File: config.mk
export PLATFORM = sky130hd
export DESIGN_NAME = path_queue_ctrl
export DESIGN_NICKNAME = d
export VERILOG_FILES = /design/src/rtl/path_queue_ctrl_pkg.sv /design/src/rtl/path_queue_ctrl_pace_timer.sv /design/src/rtl/path_queue_ctrl.sv
export SDC_FILE = /design/constraint.sdc
export NUM_CORES = 1
export LEC_CHECK = 0
export CAP_MARGIN = 0
export CORE_MARGIN = 3
export CORE_UTILIZATION = 51
export DETAILED_ROUTE_END_ITERATION = 8
export PLACE_DENSITY = 0.84
export SETUP_SLACK_MARGIN = 0.3
export SYNTH_ARGS = -nofsm -noshare
export SYNTH_HDL_FRONTEND = slang
export SYNTH_SLANG_ARGS = --single-unit
File: constraint.sdc
create_clock -name clk -period 3.3 [get_ports clk]
set_clock_uncertainty 0.05 [all_clocks]
set_input_delay 0.495 -clock clk [delete_from_list [all_inputs] [get_ports clk]]
set_output_delay 0.495 -clock clk [all_outputs]
set_load 0.05 [all_outputs]
File: src/rtl/path_queue_ctrl_pkg.sv
// Shared types for the move-queue sequencer.
// State codes, move codes and a saturating counter helper.
package path_queue_ctrl_pkg;

  localparam logic [2:0] S_IDLE   = 3'd0;
  localparam logic [2:0] S_CLEAR  = 3'd1;
  localparam logic [2:0] S_FILL   = 3'd2;
  localparam logic [2:0] S_REWIND = 3'd3;
  localparam logic [2:0] S_REPLAY = 3'd4;
  localparam logic [2:0] S_DONE   = 3'd5;
  localparam logic [2:0] S_ERROR  = 3'd6;

  typedef enum logic [2:0] {
    ST_IDLE   = S_IDLE,
    ST_CLEAR  = S_CLEAR,
    ST_FILL   = S_FILL,
    ST_REWIND = S_REWIND,
    ST_REPLAY = S_REPLAY,
    ST_DONE   = S_DONE,
    ST_ERROR  = S_ERROR
  } state_t;

  typedef logic [1:0] move_t;

  localparam move_t MV_UP    = 2'd0;
  localparam move_t MV_RIGHT = 2'd1;
  localparam move_t MV_DOWN  = 2'd2;
  localparam move_t MV_LEFT  = 2'd3;

  function automatic logic [7:0] sat_inc(input logic [7:0] v);
    return (v == 8'hFF) ? v : v + 8'd1;
  endfunction

endpackage

File: src/rtl/path_queue_ctrl_pace_timer.sv
// Replay pacing timer.
// Loads PACE-1 on a transfer, counts down to 0 and holds.
module pace_timer #(
  parameter int PACE = 4
) (
  input  logic clk,
  input  logic rst,
  input  logic clear,
  input  logic load,
  output logic zero
);

  localparam int W = (PACE > 1) ? $clog2(PACE) : 1;
  localparam logic [W-1:0] LOAD_V = W'(PACE - 1);

  logic [W-1:0] cnt;

  // Countdown between transfers; clear forces immediate readiness.
  always_ff @(posedge clk) begin
    if (rst || clear) begin
      cnt <= '0;
    end else if (load) begin
      cnt <= LOAD_V;
    end else if (cnt != '0) begin
      cnt <= cnt - 1'b1;
    end
  end

  assign zero = (cnt == '0);

endmodule

File: src/rtl/path_queue_ctrl.sv
// Sequencer for the 2-bit move queue.
// Clear, fill, rewind, then paced replay of stored moves.
module path_queue_ctrl
  import path_queue_ctrl_pkg::*;
#(
  parameter int DATA_W  = 2,
  parameter int PACE    = 4,
  parameter int REPLAYS = 1
) (
  input  logic              clk,
  input  logic              rst,
  input  logic              start,
  input  logic              abort,
  input  logic              move_valid,
  input  logic [DATA_W-1:0] move_in,
  input  logic              path_done,
  input  logic              out_ready,
  output logic [DATA_W-1:0] move_out,
  output logic              out_valid,
  output logic              busy,
  output logic              done,
  output logic              overflow,
  output logic [7:0]        pass_cnt,
  output logic              q_rst,
  output logic              q_rst_front,
  output logic              q_enqueue,
  output logic              q_dequeue,
  output logic [DATA_W-1:0] q_data_in,
  input  logic [DATA_W-1:0] q_data_out,
  input  logic              q_finish,
  input  logic              q_full
);

  localparam logic [8:0] REP_LIM = 9'(REPLAYS);

  state_t st;
  state_t nxt;
  logic   q_rst_r;
  logic   q_rst_front_r;
  logic   pace_zero;
  logic   hs_en;
  logic   last_pass;
  logic   drop;

  assign hs_en     = ~rst & ~abort;
  assign last_pass = ({1'b0, pass_cnt} + 9'd1) >= REP_LIM;
  assign drop      = move_valid & q_full;

  assign out_valid   = hs_en & (st == ST_REPLAY)
                     & ~q_finish & pace_zero;
  assign q_dequeue   = out_valid & out_ready;
  assign q_enqueue   = hs_en & (st == ST_FILL)
                     & move_valid & ~q_full;
  assign q_rst       = rst | (q_rst_r & ~abort);
  assign q_rst_front = q_rst_front_r & hs_en;
  assign move_out    = q_data_out;
  assign q_data_in   = move_in;

  // Next-state selection; abort overrides everything.
  always_comb begin
    nxt = st;
    unique case (st)
      ST_IDLE:   if (start) nxt = ST_CLEAR;
      ST_CLEAR:  nxt = ST_FILL;
      ST_FILL: begin
        if (drop)           nxt = ST_ERROR;
        else if (path_done) nxt = ST_REWIND;
      end
      ST_REWIND: nxt = ST_REPLAY;
      ST_REPLAY: begin
        if (q_finish) nxt = last_pass ? ST_DONE : ST_REWIND;
      end
      ST_DONE,
      ST_ERROR:  if (start) nxt = ST_CLEAR;
      default:   nxt = ST_IDLE;
    endcase
    if (abort) nxt = ST_IDLE;
  end

  // State register with Moore outputs decoded from the next state.
  always_ff @(posedge clk) begin
    if (rst) begin
      st            <= ST_IDLE;
      q_rst_r       <= 1'b0;
      q_rst_front_r <= 1'b0;
      busy          <= 1'b0;
      done          <= 1'b0;
    end else begin
      st            <= nxt;
      q_rst_r       <= (nxt == ST_CLEAR);
      q_rst_front_r <= (nxt == ST_REWIND);
      busy          <= (nxt == ST_CLEAR) || (nxt == ST_FILL)
                    || (nxt == ST_REWIND) || (nxt == ST_REPLAY);
      done          <= (nxt == ST_DONE);
    end
  end

  // Sticky overflow flag and replay pass counter.
  always_ff @(posedge clk) begin
    if (rst) begin
      overflow <= 1'b0;
      pass_cnt <= 8'd0;
    end else if (!abort) begin
      if (st == ST_CLEAR) begin
        overflow <= 1'b0;
        pass_cnt <= 8'd0;
      end
      if (st == ST_FILL && drop) begin
        overflow <= 1'b1;
      end
      if (st == ST_REPLAY && q_finish) begin
        pass_cnt <= sat_inc(pass_cnt);
      end
    end
  end

  pace_timer #(
    .PACE (PACE)
  ) u_pace (
    .clk   (clk),
    .rst   (rst),
    .clear (st == ST_REWIND),
    .load  (q_dequeue),
    .zero  (pace_zero)
  );

endmodule
Yosys cells after proc, flatten, opt, wreduce, memory -nomap -nowiden
Index checks and enable logic that the tools add are counted.
Storage, ports and cells
  input bits: 13
  flip-flop bits (word level): 18
  logic and storage cells: 70
  output and inout port bits: 20
Operators by class
  equality and inequality tests: 13
  order comparisons: 1
  multiplexer cells: 14
  add/subtract/negate cells: 3
  bitwise operators: 16
  reduce and logical (&&, ||, !) cells: 15
Operators with widths (count)
  $mux 8: 3
  $mux 3: 6
  $eq 3x3->1 const B: 5
  $pmux 3 s5: 1
  $eq 3x2->1 const B: 4
  $and 1x1->1: 11
  $add 8x1->9 const B: 1
  $ge 9x1->1 const B: 1
  $add 8x1->8 const B: 1
  $eq 8x8->1 const B: 1
  $reduce_bool 2->1: 4
  $eq 3x1->1 const B: 2
  $logic_or 1x1->1: 4
  $mux 2: 2
  $not 1->1: 4
  $logic_not 3->1: 1
  $reduce_and 3->1: 1
  $reduce_or 3->1: 1
  $logic_and 1x1->1: 2
  $logic_not 2->1: 1
  $mux 1: 2
  $ne 2x2->1 const B: 1
  $reduce_and 2->1: 1
  $sub 2x1->2 const B: 1
  $or 1x1->1: 1

Logic depth before layout (Yosys ltp)
Gate-level depths: netlist (run 1).
  word-level depth: 10
  mapped depth: 8
  mapped depth without buffers: 7

Modules after synthesis
From an unflattened synthesis (run 1), not the netlist that was laid out.
Unflattened totals
  cell total of the unflattened synthesis: 151
  area, all modules: 1143.6 um^2
By module, submodules not included
  path_queue_ctrl: cells each 140, instances 1, area each 1039.7 um^2, sequential area each 320.3 um^2
  pace_timer: cells each 11, instances 1, area each 103.8 um^2, sequential area each 40.0 um^2

Worst setup path after synthesis (run 1)
OpenSTA, ideal clock, no wires.
  path kind: flip-flop to output port
  start point: reg st[0]
  end point: out q_enqueue
  required time: 2755 ps
  arrival time: 2666 ps
  path buffers: 2
  cell stages (with the launch flop): 5
  slack: 89 ps
  path through: dfxtp_1 -> buf_6 -> clkbuf_1 -> or4b_2 -> nor4_1
Between the ends
  cells in the longest elaborated chain, start to end: 4
Ends and longest elaborated chain
  start, declared: RTL line path_queue_ctrl.sv:36  | state_t st;
  start signal, assigned: RTL line path_queue_ctrl.sv:89  | st <= nxt;
  $eq 3x2->1: RTL line path_queue_ctrl.sv:52  | assign q_enqueue = hs_en & (st == ST_FILL)
  $and 1x1->1: RTL line path_queue_ctrl.sv:52
  $and 1x1->1 (2 in series): RTL line path_queue_ctrl.sv:53  | & move_valid & ~q_full;
  end, declared: RTL line path_queue_ctrl.sv:26  | output logic q_enqueue,
No other way between the ends.

Final worst setup path (run 1)
  start point: in abort
  end point: out q_rst
Between the ends
  cells in the longest elaborated chain, start to end: 3
Ends and longest elaborated chain
  start, declared: RTL line path_queue_ctrl.sv:13  | input logic abort,
  $not 1->1 (no line)
  $and 1x1->1: RTL line path_queue_ctrl.sv:54  | assign q_rst = rst | (q_rst_r & ~abort);
  $or 1x1->1: RTL line path_queue_ctrl.sv:54
  end, declared: RTL line path_queue_ctrl.sv:24  | output logic q_rst,
No other way between the ends.

==> flow_summary.json, run 1 <==
{
  "status": "complete, no violations",
  "cts_buffers": 3,
  "async_flop_share": 0,
  "grt_pass1_wl_um": 4570,
  "worstSetupPathType": "in2out",
  "grt_setup_unrepaired": "no",
  "grt_max_degree": 19,
  "drtPass1Iterations": 4,
  "die_x_um": 55.0,
  "slew_headroom": 0.608,
  "synth_edf_count": 0,
  "maxSlewViolCount": 0,
  "viasPerCell": 5.85,
  "worst_pin_slew_ps": 587,
  "grt_antenna_before_repair": 0,
  "cp_max_fo": 7,
  "area_growth_pct": 21.3,
  "cts_setup_buffers": 0,
  "syn_inst": 161,
  "power.switching_mw": 0.143,
  "ant_nets": 0,
  "cts_tree": "built",
  "clockPowerShare": 0.278,
  "holdWs_ps": 430,
  "synth_nets": 177,
  "seq_power_share": 0.493,
  "cts.sinks": 18,
  "layout_commonest_cell": "clkdlybuf4s50_1",
  "die_h_um": 55.0,
  "avgRoutedWirePerCell_um": 13.6,
  "rr_worst_depth": 7,
  "powerDensity_nw_per_um2": 335,
  "gp_congestion": 0.856,
  "hpwl_um": 2070,
  "coreArea_um2": 2230,
  "ios": 33,
  "r2r_end": "busy",
  "hp-start": "overflow",
  "arrival_ps": 2100,
  "ys_types": 46,
  "syn_area_per_cell_um2": 7.59,
  "syn_area_um2": 1220,
  "hp-class": "reg2reg",
  "hold_viol": 0,
  "fmax_mhz": 378,
  "leakagePower_nw": 0.585,
  "dp_slack_ps": 658,
  "io_buffers": 24,
  "startpoint_type": "input pin",
  "fin_crit_sh": 0.803,
  "yosysWarnings": 0,
  "cp.required_ps": 2750,
  "cts_max_level": 1,
  "grt_overflow": 0,
  "p_int_mw": 0.354,
  "final.min_clock_period_ps": 2650,
  "rows": 17,
  "finish.utilization": 0.664,
  "clk_latency_ps": 300,
  "drtIter0Drc": 42,
  "synth-seq-area-share": 0.295,
  "end_kind": "primary output",
  "grt_pass1_vias": 1059,
  "timing.rr.start": "pass_cnt[0]",
  "fillers": 182,
  "setup_tns_ps": 0,
  "track_usage": 0.205,
  "cts.clk_slew.worst_paths_ps": 100,
  "yosys_register_bits": 18,
  "irDropWorstVdd_mv": 0.324,
  "ctsHoldBuffers": 0,
  "initial_utilization": 0.547,
  "worst_slack_ps": 651,
  "mostFrequentLayoutCells": "clkdlybuf4s50_1 (20), nor2_1 (19), dfxtp_1 (17), a21oi_1 (16), nand2_1 (11)",
  "antenna_cells": 0,
  "cap_violations": 0,
  "hold_depth": 2,
  "drive_gt1_frac": 0.0950,
  "p_sw_frac": 0.288,
  "r2r_slack_ps": 900,
  "combPwrFrac": 0.229,
  "nets": 196,
  "cts.path.max_buffers": 2,
  "p_total_mw": 0.497,
  "dr_total_vias": 1210,
  "remaining_drc_errors": 0,
  "whs_endpoint": "overflow",
  "clockRootBuffer": "clkbuf_4",
  "die_area_um2": 3020,
  "routed_wl_um": 2820,
  "setup_violations": 0,
  "synth_ff_type": "dfxtp_1"
}
-- cell families (layout without fill, tap and decap cells) --
group,Yosys count,after routing,share of synthesized area
adders and majority gates,3,3,0.0307
AOI/OAI and AO/OA,45,45,0.233
and+or+nand+nor,71,71,0.325
buffers and inverters,20,38,0.0870
xor gates and xnor gates,4,4,0.0287
DFF,18,18,0.295
-- cells in the mapped netlist (all sizes together) (3+ instances only) --
cell type,instances,share of area
a21oi,16,0.066
nor3,3,0.012
nor2,19,0.058
nor2b,4,0.020
dfxtp,18,0.29
nand2b,5,0.026
and2,5,0.026
nand3,6,0.025
nand2,11,0.034
o22ai,3,0.015
clkbuf,4,0.012
ha,3,0.031
o21ai,9,0.037
nand3b,4,0.035
inv,8,0.025
xnor2,3,0.021
buf,8,0.050
-- power groups by stage --
stage | Sequential [mW] | Combinational (mW) | Clock (mW)
2_1_floorplan | 0.247 | 0.0948 | 0
3_3_place_gp | 0.249 | 0.104 | 0
3_5_place_dp | 0.250 | 0.114 | 0
4_1_cts | 0.245 | 0.115 | 0.141
5_1_grt | 0.248 | 0.129 | 0.150
6_report | 0.245 | 0.114 | 0.138
-- repair_timing --
item / CTS / global route
endpoints found under the setup margin: 0 / 1
gates resized for setup: 0 / 1
hold endpoints to repair: 0 / 0
-- state kept, by name, indices dropped and copies added (netlist names) --
| register | flops |
|---|---|
| busy | 1 |
| done | 1 |
| overflow | 1 |
| pass_cnt | 8 |
| q_rst_front_r | 1 |
| q_rst_r | 1 |
| st | 3 |
| u_pace.cnt | 2 |
-- per-stage QoR --
stage	cell area [µm²]	cells
final	1480	207
after global routing	1480	207
after CTS	1480	207
after detailed placement	1450	203
after global placement	1450	203
after floorplan	1230	161
-- worst max path at each step --
stage          start        end  depth (start not counted)
2_1_floorplan  st[0]  q_enqueue                          4
3_3_place_gp   abort      q_rst                          4
3_5_place_dp   abort      q_rst                          4
4_1_cts        st[1]  q_enqueue                          4
5_1_grt        st[1]  q_enqueue                          4
6_report       abort      q_rst                          4
-- critical path, stage by stage --
cell and delay [ps]:
clkdlybuf4s50_1 540, inv_1 140, a21o_1 120, clkdlybuf4s50_1 810
-- per-layer routing --
layer | vias to the layer above | global-route usage | wire length [µm]
li1 | 605 | - | -
met1 | 565 | 0.260 | 1230
met2 | 36 | 0.333 | 1390
met3 | 4 | 0.0697 | 179
met4 | 0 | 0.0486 | 19
met5 | - | 0 | 0
-- layout make-up --
type,count,area (µm²),area share
clock buffers,4,36.3,0.0245
inverters,8,30.0,0.0203
multi-input cells,123,762,0.514
flip-flops and latches,18,362,0.244
well taps,28,35.0,0.0236
repair buffers,26,258,0.174
Note: power is estimated with default switching activity, not from simulation.
==> run 2, diff against run 1 <==
- CORE_UTILIZATION: 51 -> 43
- PLACE_DENSITY: 0.84 -> 0.75
- clock period: 3.3 -> 2.24 ns (I/O delays scaled with it)
==> run 2 against run 1 <==
Compared with the run above:
- hold slack better by 3.9 ps
- sequential share of layout area is 3.4 points lower
- combinational power is 65% higher
- cell count is 9.7% higher
- core utilization is 2.6 points higher
- critical path type is now reg2reg
- largest power group unchanged
==> flow_summary.json, run 2 (synthesis gave the netlist of run 1 again) <==
{
  "worst_slack_ps": 161,
  "setup_tns_ps": 0,
  "maxSlewViolCount": 0,
  "timing.rr.start": "pass_cnt[0]",
  "hp-class": "reg2reg",
  "grt_max_degree": 14,
  "combPwrFrac": 0.252,
  "cts.sinks": 18,
  "clk_latency_ps": 300,
  "end_kind": "register",
  "cp_max_fo": 6,
  "drtPass1Iterations": 4,
  "cts_buffers": 3,
  "rows": 18,
  "dr_total_vias": 1273,
  "largest_register": "pass_cnt",
  "antenna_cells": 0,
  "grt_pass1_wl_um": 5260,
  "routed_wl_um": 3130,
  "worst_pin_slew_ps": 515,
  "final.min_clock_period_ps": 2080,
  "avgRoutedWirePerCell_um": 13.8,
  "track_usage": 0.194,
  "fin_crit_sh": 0.928,
  "worstSetupPathType": "reg2reg",
  "clockRootBuffer": "clkbuf_4",
  "initial_utilization": 0.472,
  "drtIter0Drc": 79,
  "finish.utilization": 0.690,
  "slew_headroom": 0.655,
  "viasPerCell": 5.61,
  "clockPowerShare": 0.272,
  "cts_max_level": 1,
  "leakagePower_nw": 0.768,
  "hpwl_um": 2240,
  "ant_nets": 0,
  "dp_slack_ps": -68.1,
  "largest_registers": "pass_cnt (8), st (3), u_pace.cnt (2)",
  "io_buffers": 24,
  "die_area_um2": 3520,
  "cap_violations": 0,
  "startpoint_type": "register",
  "setup_violations": 0,
  "status": "complete, no violations",
  "cts.path.max_buffers": 2,
  "coreArea_um2": 2590,
  "grt_overflow": 0,
  "grt_antenna_before_repair": 0,
  "nets": 214,
  "hp-start": "overflow",
  "cp.required_ps": 2380,
  "mostFrequentLayoutCells": "nor2_1 (18), buf_4 (18), a21oi_1 (15), dfxtp_1 (13), nand2_1 (10)",
  "irDropWorstVdd_mv": 0.456,
  "grt_pass1_vias": 1157,
  "drive_gt1_frac": 0.264,
  "fmax_mhz": 481,
  "power.switching_mw": 0.215,
  "seq_power_share": 0.475,
  "ios": 33,
  "hold_viol": 0,
  "remaining_drc_errors": 0,
  "area_growth_pct": 46.2,
  "cts.clk_slew.worst_paths_ps": 110,
  "gp_congestion": 0.845,
  "startpoint": "pass_cnt[0]",
  "cts_tree": "built",
  "powerDensity_nw_per_um2": 418,
  "grt_setup_unrepaired": "yes",
  "p_int_mw": 0.531,
  "largest_reg_flops": 8,
  "arrival_ps": 2210,
  "p_sw_frac": 0.288,
  "die_x_um": 59.3,
  "die_h_um": 59.3
}
==> run 2: cell count changes in the layout (fill, tap and decap cells not counted), sizes merged <==
| cell | before | now |
|---|---|---|
| buf | 6 | 25 |
| clkdlybuf4s50 | 20 | 9 |
| clkinvlp | 0 | 1 |
| dlygate4sd2 | 0 | 8 |
| dlymetal6s2s | 0 | 2 |
| inv | 8 | 7 |
==> run 2: area by class of cell <==
cell class,instances,area [µm²]
inverter,8,36.3
clock buffer,4,36.3
fill,214,803
tap,30,37.5
multi-input combinational,123,851
timing repair buffer,44,452
sequential,18,374
==> run 2: power by group through the flow <==
stage          clock network (mW)  registers, mW  logic [mW]
2_1_floorplan                   0          0.361       0.143
3_3_place_gp                    0          0.361       0.172
6_report                    0.203          0.355       0.188
3_5_place_dp                    0          0.363       0.181
4_1_cts                     0.206          0.355       0.189
5_1_grt                     0.227          0.357       0.211
==> run 2: worst paths after layout <==
| check | to | slack [ps] | cells past startpoint |
|---|---|---|---|
| min | overflow | 430 | 2 |
| min reg2reg | overflow | 430 | 2 |
| max reg2reg | busy | 160 | 8 |
| max | busy | 160 | 8 |
==> run 2: critical path: stages (launching register included) <==
cell,delay (ps)
dfxtp_4,400
inv_4,40
ha_4,220
or4b_4,520
a21oi_4,140
nand3_2,90
buf_6,140
a2111oi_4,300
a211oi_2,50
==> run 2: timing repair <==
action,CTS,global route
resized for setup,21,6
setup buffers,7,2
endpoints found under the setup margin,14,11
hold buffers,0,0
pin swaps,4,4
==> run 2: routing by layer <==
metal  track usage  wire (µm)  vias to the layer above
met5             0          0                        -
met4        0.0615         45                        0
met3        0.0349        162                        7
met2         0.300       1400                       37
met1         0.272       1520                      582
li1              -          -                      647
==> run 2: metrics by stage <==
| step | total power, mW | hold slack (ps) | instance area [µm²] | std cells |
|---|---|---|---|---|
| floorplan | 0.505 | 415 | 1280 | 161 |
| global placement | 0.534 | 414 | 1610 | 214 |
| detailed placement | 0.544 | 425 | 1610 | 214 |
| CTS | 0.750 | 437 | 1760 | 225 |
| global route | 0.795 | 478 | 1790 | 227 |
| finish | 0.746 | 434 | 1790 | 227 |
==> run 3, diff against run 2 <==
--- a/config.mk
+++ b/config.mk
@@ -11,2 +11,3 @@
 export DETAILED_ROUTE_END_ITERATION = 8
+export GPL_ROUTABILITY_DRIVEN = 0
 export PLACE_DENSITY = 0.75
==> constraint.sdc (replaced) <==
create_clock -name clk -period 2.24 [get_ports clk]
set_clock_uncertainty 0.05 [all_clocks]
set_input_delay 0.448 -clock clk [delete_from_list [all_inputs] [get_ports clk]]
set_output_delay 0.448 -clock clk [all_outputs]
set_load 0.05 [all_outputs]
==> run 3 against run 2 <==
Compared with the run above:
- clock power is 14% lower
- critical path depth is 4 lower
- total power is 1.8% lower
- routed wire length up 24%
- core utilization is 4.1 points higher
- combinational power is 8% higher
- setup slack worse by 55 ps
- maximum frequency fell by 2.6%
- global-route usage is 2.5 points higher
- sequential share of layout area fell by 0.85 points
- cell area increased by 6.0%
- register-to-register slack lost 40 ps
- largest cell class unchanged
- highest routed layer unchanged
==> flow_summary.json, run 3 (synthesis gave the netlist of run 1 again) <==
{
  "die_h_um": 59.3,
  "grt_max_degree": 16,
  "coreArea_um2": 2590,
  "routed_wl_um": 3900,
  "cts.path.max_buffers": 2,
  "grt_pass1_wl_um": 5820,
  "die_x_um": 59.3,
  "ant_nets": 0,
  "hold_viol": 0,
  "dp_slack_ps": -220,
  "worstSetupPathType": "reg2out",
  "io_buffers": 24,
  "rows": 18,
  "startpoint_type": "register",
  "worst_pin_slew_ps": 515,
  "final.min_clock_period_ps": 2130,
  "holdWs_ps": 438,
  "arrival_ps": 1640,
  "leakagePower_nw": 0.832,
  "fin_crit_sh": 0.953,
  "cp_max_fo": 2,
  "p_total_mw": 0.733,
  "use_met3": 0.0501,
  "status": "complete, no violations",
  "layout_commonest_cell": "buf_4",
  "setup_tns_ps": 0,
  "hpwl_um": 2400,
  "mostFrequentLayoutCells": "buf_4 (25), nor2_1 (18), a21oi_1 (13), dfxtp_1 (12), dlygate4sd2_1 (11)",
  "cts_buffers": 3,
  "largest_register": "pass_cnt",
  "clockRootBuffer": "clkbuf_4",
  "cap_violations": 0,
  "largest_reg_flops": 8,
  "cts.clk_slew.worst_paths_ps": 100,
  "ios": 33,
  "fillers": 185,
  "grt_antenna_before_repair": 0,
  "slew_headroom": 0.656,
  "setup_violations": 0,
  "hp-class": "reg2reg",
  "layout.cells.non_filler": 237,
  "cts.sinks": 18,
  "ctsHoldBuffers": 0,
  "largest_registers": "pass_cnt (8), st (3), u_pace.cnt (2)",
  "grt_pass1_vias": 1247,
  "fmax_mhz": 469,
  "cp.required_ps": 1740,
  "top_usage_layer": "met2",
  "clk_latency_ps": 310,
  "grt_overflow": 0,
  "drive_gt1_frac": 0.338,
  "worst_slack_ps": 106,
  "postLayoutCellArea_um2": 1890,
  "initial_utilization": 0.472,
  "powerDensity_nw_per_um2": 387,
  "placed_cell_area_um2": 1630,
  "viasPerCell": 5.99,
  "end_kind": "primary output",
  "dr_total_vias": 1420,
  "antenna_cells": 0,
  "finish.utilization": 0.731,
  "maxSlewViolCount": 0,
  "drtIter0Drc": 93,
  "nets": 224,
  "grt_setup_unrepaired": "yes",
  "cts_max_level": 1,
  "avgRoutedWirePerCell_um": 16.4,
  "die_area_um2": 3520,
  "track_usage": 0.219,
  "remaining_drc_errors": 0,
  "area_growth_pct": 54.9,
  "drtPass1Iterations": 4,
  "globalRouteMet2Util": 0.367,
  "use_met1": 0.269,
  "post-place-cells": 216,
  "irDropWorstVdd_mv": 0.549,
  "cts_tree": "built"
}
[run 3: changes by cell type in the layout (fill, tap and decap cells not counted), sizes merged]
cell | before | now
buf | 25 | 35
clkdlybuf4s50 | 9 | 4
dlygate4sd2 | 8 | 11
clkdlybuf4s15 | 0 | 1
clkinv | 0 | 1
[run 3: worst paths after layout]
path	from	to	depth (start not counted)	slack, ps
min reg2reg	overflow	overflow	2	440
min	overflow	overflow	2	440
max reg2reg	pass_cnt[1]	q_rst_front_r	7	120
max	st[1]	q_enqueue	4	110
[run 3: critical path: stages (launching register included)]
cell     delay [ps]
dfxtp_4         370
inv_2            40
or4b_4          550
nor4_4          200
buf_12          180
[run 3: power breakdown]
| group | internal (mW) | total (mW) | switching (mW) |
|---|---|---|---|
| logic | 0.0974 | 0.203 | 0.106 |
| registers | 0.340 | 0.355 | 0.0148 |
| clock network | 0.0653 | 0.175 | 0.110 |
[run 3: what timing repair did]
action                                  4_1_cts  5_1_grt
endpoints found under the setup margin       24       14
pin swaps                                     9        7
cloned                                        0        0
setup buffers                                 8        9
gates resized for setup                      31       20
[run 3: layout make-up]
type                            count  area [µm²]  area share
Timing Repair Buffer               54         531       0.280
Tap cell                           30        37.5      0.0198
Multi-Input combinational cell    123         882       0.466
Inverter                            8        36.3      0.0192
Clock buffer                        3        22.5      0.0119
Clock inverter                      1        3.75     0.00198
Sequential cell                    18         380       0.201
[run 3: layer usage]
layer | part of all wire | vias up
li1 | - | 662
met1 | 0.41 | 677
met2 | 0.49 | 68
met3 | 0.068 | 13
met4 | 0.028 | 0
met5 | 0 | -
